File: config.mk
export PLATFORM = sky130hd
export DESIGN_NAME = calc_operand_sequencer
export DESIGN_NICKNAME = d
export VERILOG_FILES = /design/src/rtl/calc_operand_sequencer.sv
export SDC_FILE = /design/constraint.sdc
export NUM_CORES = 1
export LEC_CHECK = 0
export BUFFER_PORTS_ARGS = -buffer_cell sky130_fd_sc_hd__buf_4
export CORE_ASPECT_RATIO = 0.5
export CORE_MARGIN = 8
export CORE_UTILIZATION = 52
export DETAILED_ROUTE_END_ITERATION = 10
export PLACE_DENSITY = 0.79
export SETUP_SLACK_MARGIN = 0.1
export SYNTH_ARGS = -nofsm -noshare
export SYNTH_HDL_FRONTEND = slang
export SYNTH_SLANG_ARGS = --single-unit
export TNS_END_PERCENT = 1
File: constraint.sdc
create_clock -name Clk -period 2.1 [get_ports Clk]
set_input_delay 0.315 -clock Clk [delete_from_list [all_inputs] [get_ports Clk]]
set_output_delay 0.315 -clock Clk [all_outputs]
set_load 0.01 [all_outputs]
File: src/rtl/calc_operand_sequencer.sv
// Operand/op collector and Confirm-pulse sequencer in front of the calculator core.
// Optional button debounce is compiled in with `define CALC_SEQ_DEBOUNCE_EN.
module calc_operand_sequencer #(
    parameter int DEB_CYCLES     = 16,
    parameter int CONFIRM_GAP    = 2,
    parameter int TIMEOUT_CYCLES = 1024
) (
    input  logic        Clk,
    input  logic        Reset,
    input  logic [15:0] Sw,
    input  logic        Btn,
    input  logic        Done,
    input  logic [15:0] C,
    input  logic        Flag,
    output logic [15:0] Ain,
    output logic [15:0] Bin,
    output logic [1:0]  Op,
    output logic        Confirm,
    output logic [15:0] Result,
    output logic        ResultValid,
    output logic        Ovf,
    output logic        TimeoutErr,
    output logic        Busy
);

    localparam int GAP_W = (CONFIRM_GAP > 0) ? $clog2(CONFIRM_GAP + 1) : 1;
    localparam int TO_W  = $clog2(TIMEOUT_CYCLES + 1);

    typedef enum logic [2:0] {
        S_IDLE,
        S_LOAD_A,
        S_LOAD_B,
        S_LOAD_OP,
        S_ISSUE,
        S_WAIT_DONE,
        S_SHOW,
        S_ERR
    } state_t;

    state_t            state_q, state_d;
    logic              sync1_q, sync1_d;
    logic              sync2_q, sync2_d;
    logic              level_prev_q, level_prev_d;
    logic              btn_level;
    logic              press;
    logic [15:0]       ain_q, ain_d;
    logic [15:0]       bin_q, bin_d;
    logic [1:0]        op_q, op_d;
    logic [15:0]       result_q, result_d;
    logic              valid_q, valid_d;
    logic              ovf_q, ovf_d;
    logic              terr_q, terr_d;
    logic              ack_q, ack_d;
    logic [GAP_W-1:0]  gap_q, gap_d;
    logic [1:0]        pulse_q, pulse_d;
    logic [TO_W-1:0]   to_q, to_d;

`ifdef CALC_SEQ_DEBOUNCE_EN
    localparam int DEB_W = $clog2(DEB_CYCLES + 1);

    logic              deb_level_q, deb_level_d;
    logic [DEB_W-1:0]  deb_cnt_q, deb_cnt_d;

    // Accept the synchronized level only after it differs from the accepted one for DEB_CYCLES cycles.
    always_comb begin
        deb_level_d = deb_level_q;
        deb_cnt_d   = '0;
        if (sync2_q != deb_level_q) begin
            if (deb_cnt_q == DEB_W'(DEB_CYCLES - 1)) begin
                deb_level_d = sync2_q;
            end else begin
                deb_cnt_d = deb_cnt_q + 1'b1;
            end
        end
    end

    always_ff @(posedge Clk or negedge Reset) begin
        if (!Reset) begin
            deb_level_q <= 1'b0;
            deb_cnt_q   <= '0;
        end else begin
            deb_level_q <= deb_level_d;
            deb_cnt_q   <= deb_cnt_d;
        end
    end

    assign btn_level = deb_level_q;
`else
    assign btn_level = sync2_q;
`endif

    assign press = btn_level & ~level_prev_q;

    always_comb begin
        sync1_d      = Btn;
        sync2_d      = sync1_q;
        level_prev_d = btn_level;
        state_d      = state_q;
        ain_d        = ain_q;
        bin_d        = bin_q;
        op_d         = op_q;
        result_d     = result_q;
        valid_d      = valid_q;
        ovf_d        = ovf_q;
        terr_d       = terr_q;
        ack_d        = 1'b0;
        gap_d        = gap_q;
        pulse_d      = pulse_q;
        to_d         = to_q;

        case (state_q)
            S_IDLE: begin
                if (press) begin
                    valid_d = 1'b0;
                    ovf_d   = 1'b0;
                    terr_d  = 1'b0;
                    state_d = S_LOAD_A;
                end
            end
            S_LOAD_A: begin
                if (press) begin
                    ain_d   = Sw;
                    state_d = S_LOAD_B;
                end
            end
            S_LOAD_B: begin
                if (press) begin
                    bin_d   = Sw;
                    state_d = S_LOAD_OP;
                end
            end
            S_LOAD_OP: begin
                if (press) begin
                    op_d    = Sw[1:0];
                    gap_d   = '0;
                    pulse_d = '0;
                    state_d = S_ISSUE;
                end
            end
            // A pulse goes out whenever the gap counter is 0; the 4th pulse hands over to WAIT_DONE.
            S_ISSUE: begin
                gap_d = (gap_q == GAP_W'(CONFIRM_GAP)) ? '0 : gap_q + 1'b1;
                if (gap_q == '0) begin
                    if (pulse_q == 2'd3) begin
                        to_d    = '0;
                        state_d = S_WAIT_DONE;
                    end else begin
                        pulse_d = pulse_q + 2'd1;
                    end
                end
            end
            // Done is checked before the timeout so a simultaneous Done still captures.
            S_WAIT_DONE: begin
                if (Done) begin
                    result_d = C;
                    ovf_d    = Flag;
                    valid_d  = 1'b1;
                    state_d  = S_SHOW;
                end else if (to_q == TO_W'(TIMEOUT_CYCLES - 1)) begin
                    terr_d  = 1'b1;
                    state_d = S_ERR;
                end else begin
                    to_d = to_q + 1'b1;
                end
            end
            S_SHOW: begin
                if (press) begin
                    ack_d   = 1'b1;
                    state_d = S_IDLE;
                end
            end
            S_ERR: begin
                if (press) begin
                    state_d = S_IDLE;
                end
            end
            default: state_d = S_IDLE;
        endcase
    end

    always_ff @(posedge Clk or negedge Reset) begin
        if (!Reset) begin
            state_q      <= S_IDLE;
            sync1_q      <= 1'b0;
            sync2_q      <= 1'b0;
            level_prev_q <= 1'b0;
            ain_q        <= '0;
            bin_q        <= '0;
            op_q         <= '0;
            result_q     <= '0;
            valid_q      <= 1'b0;
            ovf_q        <= 1'b0;
            terr_q       <= 1'b0;
            ack_q        <= 1'b0;
            gap_q        <= '0;
            pulse_q      <= '0;
            to_q         <= '0;
        end else begin
            state_q      <= state_d;
            sync1_q      <= sync1_d;
            sync2_q      <= sync2_d;
            level_prev_q <= level_prev_d;
            ain_q        <= ain_d;
            bin_q        <= bin_d;
            op_q         <= op_d;
            result_q     <= result_d;
            valid_q      <= valid_d;
            ovf_q        <= ovf_d;
            terr_q       <= terr_d;
            ack_q        <= ack_d;
            gap_q        <= gap_d;
            pulse_q      <= pulse_d;
            to_q         <= to_d;
        end
    end

    // Confirm is decoded from flops only, so asserting Reset removes it without waiting for a clock.
    assign Confirm     = ((state_q == S_ISSUE) && (gap_q == '0)) || ack_q;
    assign Busy        = (state_q == S_ISSUE) || (state_q == S_WAIT_DONE);
    assign Ain         = ain_q;
    assign Bin         = bin_q;
    assign Op          = op_q;
    assign Result      = result_q;
    assign ResultValid = valid_q;
    assign Ovf         = ovf_q;
    assign TimeoutErr  = terr_q;

endmodule

# Word level (Yosys, flattened, before mapping)
# Cells that the tools add are included.
[totals]
regBits = 75
in_bits = 37
output_inout_bits = 55
[op_classes]
add_sub_neg = 3
n_eq_ne = 23
muxes = 31
bitwise = 2
reduce_logical = 19
[ops]
columns = ["operator", "count"]
rows = [
  ["two-way mux 11 bit", 4],
  ["two-way mux 3 bit", 9],
  ["inequality test 2 bit (second input constant)", 11],
  ["case mux 11 bit (2 select lines)", 1],
  ["case mux 3 bit (7 select lines)", 1],
  ["== test 3 bit (second input constant)", 4],
  ["adder 11 x 1 -> 11 bit (second input constant)", 1],
  ["== test 11 x 10 -> 1 bit (second input constant)", 1],
  ["AND reduction 2 bit", 5],
  ["two-way mux 2 bit", 4],
  ["case mux 2 bit (2 select lines)", 2],
  ["AND reduction 4 bit", 2],
  ["AND reduction 8 bit", 1],
  ["two-way mux 1 bit", 7],
  ["== test 3 x 2 -> 1 bit (second input constant)", 2],
  ["case mux 1 bit (2 select lines)", 3],
  ["nonzero test 2 bit", 3],
  ["AND reduction 5 bit", 1],
  ["adder 2 x 1 -> 2 bit (second input constant)", 2],
  ["== test 2 bit (second input constant)", 2],
  ["== test 3 x 1 -> 1 bit (second input constant)", 1],
  ["logical NOT 3 bit", 1],
  ["inequality test 3 bit (second input constant)", 1],
  ["AND reduction 3 bit", 1],
  ["7 further kinds", 8],
]

# Logic depth before layout (Yosys ltp)
# Gate-level depths: netlist of the first run.
[logic_depth]
ltp_word = 4
depth_mapped = 6
depth_no_buf = 5

# Worst setup path before layout of the first run
# Ideal clock, no wire load.
[synth_path]
path_kind = "register -> register"
from = "register state_q[2]"
to = "register bin_q[10] (netlist: Bin[10])"
arrival_time_ns = 1.439
path_slack_ns = 0.536
path_stages_with_launch = 6
n_path_buf = 2
cell_sequence = "dfrtp_1 > buf_6 > nor3b_4 > nand3b_4 > buf_6 > mux2_4"
[synth_via]
elab_chain_cells = 2
[synth_lines]
columns = ["element", "line_no", "source"]
rows = [
  ["from (decl)", "40", "state_t state_q, state_d;"],
  ["from (signal assigned)", "199", "state_q <= state_d;"],
  ["== test 3 x 2 -> 1 bit", "111", "case (state_q)"],
  ["AND reduction 2 bit (no source line)", "-", ""],
  ["to (signal assigned)", "204", "bin_q <= bin_d;"],
  ["to (decl)", "47", "logic [15:0] bin_q, bin_d;"],
]
# No other way between the ends.
# A chain may end at the register's enable or synchronous reset.

# Worst setup path after layout of the first run
[layout_path]
from = "register state_q[1]"
to = "output Confirm"
[layout_via]
elab_chain_cells = 3
[layout_lines]
columns = ["element", "line_no", "source"]
rows = [
  ["== test 3 bit", "218", "assign Confirm = ((state_q == S_ISSUE) && (gap_q == '0)) || ack_q;"],
  ["logical AND 1 bit", "218", ""],
  ["logical OR 1 bit", "218", ""],
  ["to (decl)", "18", "output logic Confirm,"],
]
# No other way between the ends.

==> results of run 1 <==
-- cells by family after synthesis --
| family | Yosys count |
|---|---|
| DFF | 75 |
| AOI/OAI and AO/OA | 32 |
| and+or+nand+nor | 64 |
| muxes | 50 |
| adders and majority gates | 2 |
| xor gates and xnor gates | 1 |
| buffers and inverters | 14 |
-- sequential cells by signal, indices dropped and copies added (netlist names) --
| name | count |
|---|---|
| Ain | 16 |
| Bin | 16 |
| Result | 16 |
| to_q | 11 |
| state_q | 3 |
| Op | 2 |
| gap_q | 2 |
| pulse_q | 2 |
| Ovf | 1 |
| ResultValid | 1 |
| TimeoutErr | 1 |
| ack_q | 1 |
| btn_level | 1 |
| level_prev_q | 1 |
| sync1_q | 1 |
-- critical path, cell delays in order (launching register included) --
cell	delay (ns)
sky130_fd_sc_hd__dfrtp_2	0.42
sky130_fd_sc_hd__or3b_4	0.44
sky130_fd_sc_hd__nor3_4	0.18
sky130_fd_sc_hd__or2_2	0.14
sky130_fd_sc_hd__buf_4	0.11
-- path summary, 6_finish.rpt --
check                                  startpoint                      to  slack, ns
setup / recovery           state_q[1]$_DFFE_PN0P_                 Confirm       0.17
hold / removal                                Btn       sync1_q$_DFF_PN0_       0.09
setup reg to reg           state_q[1]$_DFFE_PN0P_     to_q[9]$_DFFE_PN0P_       0.21
hold reg to reg                 sync1_q$_DFF_PN0_     btn_level$_DFF_PN0_       0.35
max in group asynchronous                   Reset  state_q[0]$_DFFE_PN0P_       1.34
min in group asynchronous                   Reset  Result[13]$_DFFE_PN0P_       0.10
-- what timing repair did --
item / in CTS / in global routing
gates resized for setup: 4 / 0
endpoints found under the setup margin: 1 / 0
buffers inserted: 3 / 0
-- layer usage --
layer,routed length (um),up-vias,global-route usage
met3,532,13,0.0636
met5,0,-,0
met1,3140,1150,0.195
met4,141,0,0.0822
li1,-,1056,-
met2,3500,88,0.267
-- cell usage after synthesis, types with 2 or more instances --
cell type,instances
sky130_fd_sc_hd__nand3b_4,2
sky130_fd_sc_hd__nand3b_1,3
sky130_fd_sc_hd__a21oi_1,6
sky130_fd_sc_hd__o31a_1,2
sky130_fd_sc_hd__ha_1,2
sky130_fd_sc_hd__nor4_1,4
sky130_fd_sc_hd__nand4_1,3
sky130_fd_sc_hd__and3_1,4
sky130_fd_sc_hd__o211ai_1,4
sky130_fd_sc_hd__or3_1,3
sky130_fd_sc_hd__inv_1,4
sky130_fd_sc_hd__nor3b_1,2
sky130_fd_sc_hd__nor2_1,5
sky130_fd_sc_hd__mux2_4,20
sky130_fd_sc_hd__mux2i_1,2
sky130_fd_sc_hd__nand2_1,19
sky130_fd_sc_hd__buf_6,4
sky130_fd_sc_hd__o31ai_1,2
sky130_fd_sc_hd__o21ai_0,10
sky130_fd_sc_hd__dfrtp_1,75
sky130_fd_sc_hd__a311oi_1,2
sky130_fd_sc_hd__buf_2,5
sky130_fd_sc_hd__nand3_1,5
sky130_fd_sc_hd__nand2b_1,2
sky130_fd_sc_hd__nor2b_1,3
sky130_fd_sc_hd__mux2_2,28
-- metrics by stage --
step	std cells	instance area, um^2	power, mW	hold WS [ns]
after detailed placement	408	4000	4.78	0.335
after CTS	427	4330	6.41	0.0781
after floorplan	238	3270	3.65	0.0194
after global placement	408	4000	4.67	0.334
after global routing	427	4330	6.68	0.0736
final	427	4330	6.33	0.0875
-- area by class of cell --
type	count	area [um^2]	area share
clock buffers	10	239	0.0552
clock inverters	6	65.1	0.0150
inverters	4	15.0	0.00347
repair buffers	95	713	0.165
flip-flops and latches	75	1880	0.434
multi-input cells	149	1310	0.302
well taps	88	110	0.0254
-- power by group through the flow --
stage / Sequential [mW] / Combinational, mW / Clock (mW)
floorplan: 2.62 / 1.02 / 0
global placement: 2.47 / 2.21 / 0
detailed placement: 2.52 / 2.26 / 0
CTS: 2.44 / 2.40 / 1.57
global route: 2.52 / 2.54 / 1.63
finish: 2.43 / 2.35 / 1.54
==> key figures, run 1 <==
Floorplan
  – Chip Height: approximately 72 um
  – Area of the die: between 0.009 and 0.01 mm^2
  – Std cell rows: 20
  – Effective utilization at floorplan: 0.538
  – Chip Width: 128 um
  – Boundary pin count: 92
  – Core Area: approximately 0.0061 mm^2

Setup path
  – Required @ worst endpoint: 1.78 ns
  – Element type at the critical path end: output pin
  – Setup Crit Path Kind: reg -> out
  – Number of cell instances on the worst register-to-register path: 5
  – Data arrival time of the critical path: 1.61 ns
  – Kind of launch point of the worst setup path: flip-flop
  – CP Max Fanout: 5

Run status
  – Result of the run: finished clean

Drt
  – Count of routing violations after the opening detailed-route iteration: around 190
  – DRC violation count after routing: 0
  – First-pass iteration count of the detailed router: 4
  – Total wire length after detailed routing: between 7000 and 8000 um
  – Vias: roughly 2.3k
  – Post-route ant nets: 0
  – Final routed wire length divided by cell count: approximately 17 um
  – Ratio of routed vias to standard cells: around 5.4

Placed design
  – Worst setup slack before clock tree synthesis: 0.247 ns
  – Final estimated routing congestion in global placement: between 0.8 and 0.9
  – Number of I/O port buffers: 91
  – Half-perimeter wire length after detailed placement: between 5000 and 6000 um

Timing
  – Worst Skew: 0.00773 ns
  – Total Negative Setup Slacks: 0 ns
  – Worst slew slack as a fraction of its limit: 0.382
  – Number of endpoints failing setup at the final stage: 0
  – Number of hold violations in the final report: 0
  – Share of the clock period used by the worst path: 0.918
  – Min Clock Period, post-route: 1.93 ns
  – Highest achievable clock rate: 519 MHz
  – Max-slew violation count: 0
  – Transition at the pin with the smallest max-transition slack: 0.927 ns
  – Setup repair after global routing missed its margin: no
  – Post-route worst setup slack: 0.173 ns

Synth
  – Yosys top cell by area: sky130_fd_sc_hd__dfrtp_1
  – Net count of the mapped netlist: about 280
  – Instance count of the mapped netlist: ~240
  – Cell Area, Synth: about 0.0033 mm^2
  – Largest family of logic cells by synthesized area: multiplexers
  – Post-synthesis share of cell area spent on and, or, nand and nor gates: 0.126
  – Area share of the largest cell type after synthesis: 0.574
  – Number of storage elements in the synthesis netlist: 75
  – Fraction of the mapped netlist area in compound gates: 0.0677
  – Netlist cell types: 43
  – Synth Area per Inst: 13.7 um^2
  – Fraction of synthesis flops using an asynchronous set or reset pin: 1.00
  – Share of the yosys chip area belonging to registers: 0.574
  – EDFF count, synth: 0
  – Top area cells in the synthesized netlist: sky130_fd_sc_hd__dfrtp_1 (57%), sky130_fd_sc_hd__mux2_2 (9.6%), sky130_fd_sc_hd__mux2_4 (9.2%)
  – Share of synthesized area spent on multiplexers: 0.194
  – Adder-Cell Fraction of Synth Area: 0.00765
  – Xor/xnor share of the synthesized area: 0.00268
  – Post-synth top flop: sky130_fd_sc_hd__dfrtp_1
  – Warnings from Yosys: 0

Global routing
  – First-pass GRT wire length: between 10000 and 15000 um
  – Antenna violations before repair: 0
  – Pin count of the biggest net entering global routing: 76
  – Via count of the first global-routing pass: roughly 2.4k
  – Global route total overflow: 0
  – Aggregate global-route resource usage: 0.167

Clock tree
  – CTS Hold Buffers Added: 0
  – Cell at the root of the clock tree: sky130_fd_sc_hd__clkbuf_16
  – Total clock buffers created by CTS: 9
  – Number of H-tree branching levels: 3
  – Clk Latency, worst-skew pair: around 0.34 ns
  – Reg clk slew, reported paths: around 0.05 ns
  – Sinks on Clock Net: 75
  – TritonCTS clock tree: built
  – Max Root-Sink Buffers: 2

Hold path
  – Path type of the worst min-delay path: in -> reg
  – Hold path depth: 1

Power and ir drop
  – Share of total power in the clock network: 0.243
  – Net switching fraction of the power: 0.306
  – Cell internal power dissipation: around 4.4 mW
  – Portion of total power attributed to sequential cells: 0.385
  – Pwr Density: 1460 mW/mm^2
  – Power share of the combinational group: 0.372
  – Leak Pwr: 2.13 nW
  – Reported net switching power: 1.94 mW
  – Peak VDD IR: ~1 mV

Cells and area
  – Share of layout cells above drive strength 1: 0.504
  – Highest-count cells in the layout ignoring fill and taps: sky130_fd_sc_hd__buf_4 (95), sky130_fd_sc_hd__dfrtp_1 (72), sky130_fd_sc_hd__mux2_2 (28)
  – Commonest non-fill, non-tap cell in the layout: sky130_fd_sc_hd__buf_4
  – Final standard cell utilization of the core: 0.713
  – Number of nets in the layout: about 370
  – Filler cell count in the final layout: ~440
  – Area overhead of the layout relative to synthesis: 32.5%
  – Diodes inserted: 0

Flow run
  – Max-Cap Viols: 0
Power figures use the tool's default switching activity.
==> inputs of run 2 (changes only) <==
--- a/config.mk
+++ b/config.mk
@@ -11,6 +11,7 @@
 export CORE_UTILIZATION = 52
 export DETAILED_ROUTE_END_ITERATION = 10
 export PLACE_DENSITY = 0.79
+export RECOVER_POWER = 25
 export SETUP_SLACK_MARGIN = 0.1
 export SYNTH_ARGS = -nofsm -noshare
 export SYNTH_HDL_FRONTEND = slang
==> constraint.sdc (replaced) <==
create_clock -name Clk -period 2.1 [get_ports Clk]
set_input_delay 0.525 -clock Clk [delete_from_list [all_inputs] [get_ports Clk]]
set_output_delay 0.525 -clock Clk [all_outputs]
set_load 0.01 [all_outputs]
==> run 2 against run 1 <==
Core utilization did not move. Largest cell class unchanged. Global-route usage fell by 0.39 points. Combinational power barely moved. Largest power group unchanged. Setup slack got worse by 0.093 ns. Final cell count rose by 1.2%. Sequential power barely moved. Sequential cell count did not move. Highest routed layer unchanged. Clock skew fell by 0.0013 ns.
==> key figures, run 2 (synthesis results as in run 1) <==
Setup path
  – Reg-to-reg endpoint: Bin[6]$_DFFE_PN0P_
  – Kind of launch point of the worst setup path: flip-flop
  – Required @ worst endpoint: 1.57 ns (-0.21 ns)
  – Internal reg-to-reg setup slack: 0.32 ns (+0.11 ns)
  – Setup Crit Path Kind: reg -> out
  – Data arrival time of the critical path: 1.50 ns (-0.11 ns)
  – Element type at the critical path end: output pin
  – Number of cell instances on the worst register-to-register path: 4 (-1)
  – Source of the worst register-to-register timing path: state_q[2]$_DFFE_PN0P_
  – CP Max Fanout: 2 (-3)

Power and ir drop
  – Leak Pwr: 2.13 nW (+0.13%)
  – Pwr Density: 1430 mW/mm^2 (-1.9%)
  – Net switching fraction of the power: 0.311 (+0.00437)
  – Power share of the combinational group: 0.383 (+0.011)
  – Portion of total power attributed to sequential cells: 0.390 (+0.005)
  – Share of total power in the clock network: 0.227 (-0.016)
  – Cell internal power dissipation: 4.28 mW (-2.6%)
  – Reported net switching power: 1.93 mW (-0.54%)
  – Peak VDD IR: 0.794 mV (-21%)

Global routing
  – Pin count of the biggest net entering global routing: 38 (-50%)
  – Via count of the first global-routing pass: 2337 (-2.7%)
  – Antenna violations before repair: 0 (unchanged)
  – First-pass GRT wire length: 11800 um (-1.7%)
  – Aggregate global-route resource usage: 0.163 (-0.00386)
  – Global route total overflow: 0 (unchanged)

Floorplan
  – Std cell rows: 20 (unchanged)
  – Area of the die: 0.00923 mm^2 (unchanged)
  – Core Area: 0.00608 mm^2 (unchanged)
  – Chip Width: 128 um (unchanged)
  – Effective utilization at floorplan: 0.538 (unchanged)
  – Boundary pin count: 92 (unchanged)
  – Chip Height: 72.1 um (unchanged)

Timing
  – Worst slew slack as a fraction of its limit: 0.393 (+0.0106)
  – Number of endpoints failing setup at the final stage: 0 (unchanged)
  – Worst Skew: 0.00642 ns (-0.00132 ns)
  – Total Negative Setup Slacks: 0 ns (unchanged)
  – Post-route worst setup slack: 0.0800 ns (-0.0926 ns)
  – Min Clock Period, post-route: 2.02 ns (+0.0926 ns)
  – Highest achievable clock rate: 495 MHz (-4.6%)
  – Transition at the pin with the smallest max-transition slack: 0.911 ns (-0.0159 ns)
  – Share of the clock period used by the worst path: 0.962 (+0.0441)
  – Setup repair after global routing missed its margin: yes
  – Number of hold violations in the final report: 0 (unchanged)
  – Max-slew violation count: 0 (unchanged)

Cells and area
  – Number of nets in the layout: 378 (+1.3%)
  – Area overhead of the layout relative to synthesis: 32.5% (unchanged)
  – Final instance area: 0.00433 mm^2 (unchanged)
  – Share of layout cells above drive strength 1: 0.503 (-0.00152)
  – Diodes inserted: 0 (unchanged)
  – Commonest non-fill, non-tap cell in the layout: sky130_fd_sc_hd__buf_4
  – Highest-count cells in the layout ignoring fill and taps: sky130_fd_sc_hd__buf_4 (95), sky130_fd_sc_hd__dfrtp_1 (74), sky130_fd_sc_hd__mux2_2 (28)

Clock tree
  – Number of H-tree branching levels: 3 (unchanged)
  – Reg clk slew, reported paths: 0.06 ns (about the same)
  – CTS Hold Buffers Added: 0 (unchanged)
  – Clk Latency, worst-skew pair: 0.33 ns (about the same)
  – Sinks on Clock Net: 75 (unchanged)
  – TritonCTS clock tree: built
  – Total clock buffers created by CTS: 9 (unchanged)
  – Cell at the root of the clock tree: sky130_fd_sc_hd__clkbuf_16
  – Max Root-Sink Buffers: 2 (unchanged)

Drt
  – Post-route ant nets: 0 (unchanged)
  – Ratio of routed vias to standard cells: 5.27 (-2.4%)
  – Count of routing violations after the opening detailed-route iteration: 192 (+3.8%)
  – Vias: 2277 (-1.3%)
  – Final routed wire length divided by cell count: 16.7 um (-2.6%)
  – Total wire length after detailed routing: 7200 um (-1.5%)
  – DRC violation count after routing: 0 (unchanged)
  – First-pass iteration count of the detailed router: 4 (unchanged)

Placed design
  – Half-perimeter wire length after detailed placement: 5260 um (+2.6%)
  – Final estimated routing congestion in global placement: 0.827 (-6.0%)
  – Placement Cell Area: 0.00404 mm^2 (+1.1%)
  – Number of I/O port buffers: 91 (unchanged)
  – Worst setup slack before clock tree synthesis: 0.246 ns (-0.00137 ns)

Flow run
  – Max-Cap Viols: 0 (unchanged)

Run status
  – Result of the run: finished clean

Hold path
  – Path type of the worst min-delay path: in -> async
[run 2: changes by cell type in the layout (fill, tap and decap cells not counted), sizes merged]
cell      before  now
clkbuf        10   15
clkinvlp       1    3
bufinv         1    0
clkinv         4    3
[run 2: stage by stage]
step,power (mW),hold slack (ns),util,cells
floorplan,3.65,0.229,-,238
global placement,4.71,0.333,0.665,414
detailed placement,4.83,0.340,0.665,414
CTS,6.28,0.167,0.713,432
global route,6.58,0.318,0.713,432
finish,6.21,0.325,0.713,432
[run 2: final cells by class]
cell class,count,area (um^2)
timing repair buffer,100,739
sequential,75,1880
fill,464,1750
tap,88,110
clock buffer,10,239
clock inverter,6,41.3
inverter,4,15.0
multi-input combinational,149,1310
[run 2: metal layers]
| metal | up-vias | global-route usage | part of all wire |
|---|---|---|---|
| li1 | 1061 | - | - |
| met1 | 1138 | 0.196 | 0.43 |
| met2 | 76 | 0.262 | 0.48 |
| met3 | 2 | 0.0694 | 0.076 |
| met4 | 0 | 0.0470 | 0.0047 |
| met5 | - | 0 | 0 |
[run 2: power groups by stage]
stage	clock network [mW]	logic (mW)	registers, mW
2_1_floorplan	0	1.02	2.62
3_3_place_gp	0	2.30	2.41
3_5_place_dp	0	2.37	2.46
4_1_cts	1.44	2.42	2.42
5_1_grt	1.51	2.58	2.49
6_report	1.41	2.38	2.42
[run 2: worst max-delay path by stage]
stage,start,endpoint
after floorplan,state_q[0]$_DFFE_PN0P_,Confirm
after global placement,state_q[2]$_DFFE_PN0P_,Confirm
after detailed placement,state_q[2]$_DFFE_PN0P_,Confirm
after CTS,state_q[0]$_DFFE_PN0P_,Confirm
after global routing,state_q[1]$_DFFE_PN0P_,Confirm
final,state_q[1]$_DFFE_PN0P_,Confirm
[run 2: critical path: stages, from the launching register on]
cell and delay [ns]:
sky130_fd_sc_hd__dfrtp_1 0.39, sky130_fd_sc_hd__or3b_4 0.43, sky130_fd_sc_hd__nor3_4 0.13, sky130_fd_sc_hd__or2_2 0.13
sky130_fd_sc_hd__buf_4 0.10
[run 2: what timing repair did]
item | CTS | global route
setup buffers | 2 | 0
setup endpoints to repair | 1 | 1
gates resized for setup | 1 | 1
pin swaps | 1 | 1
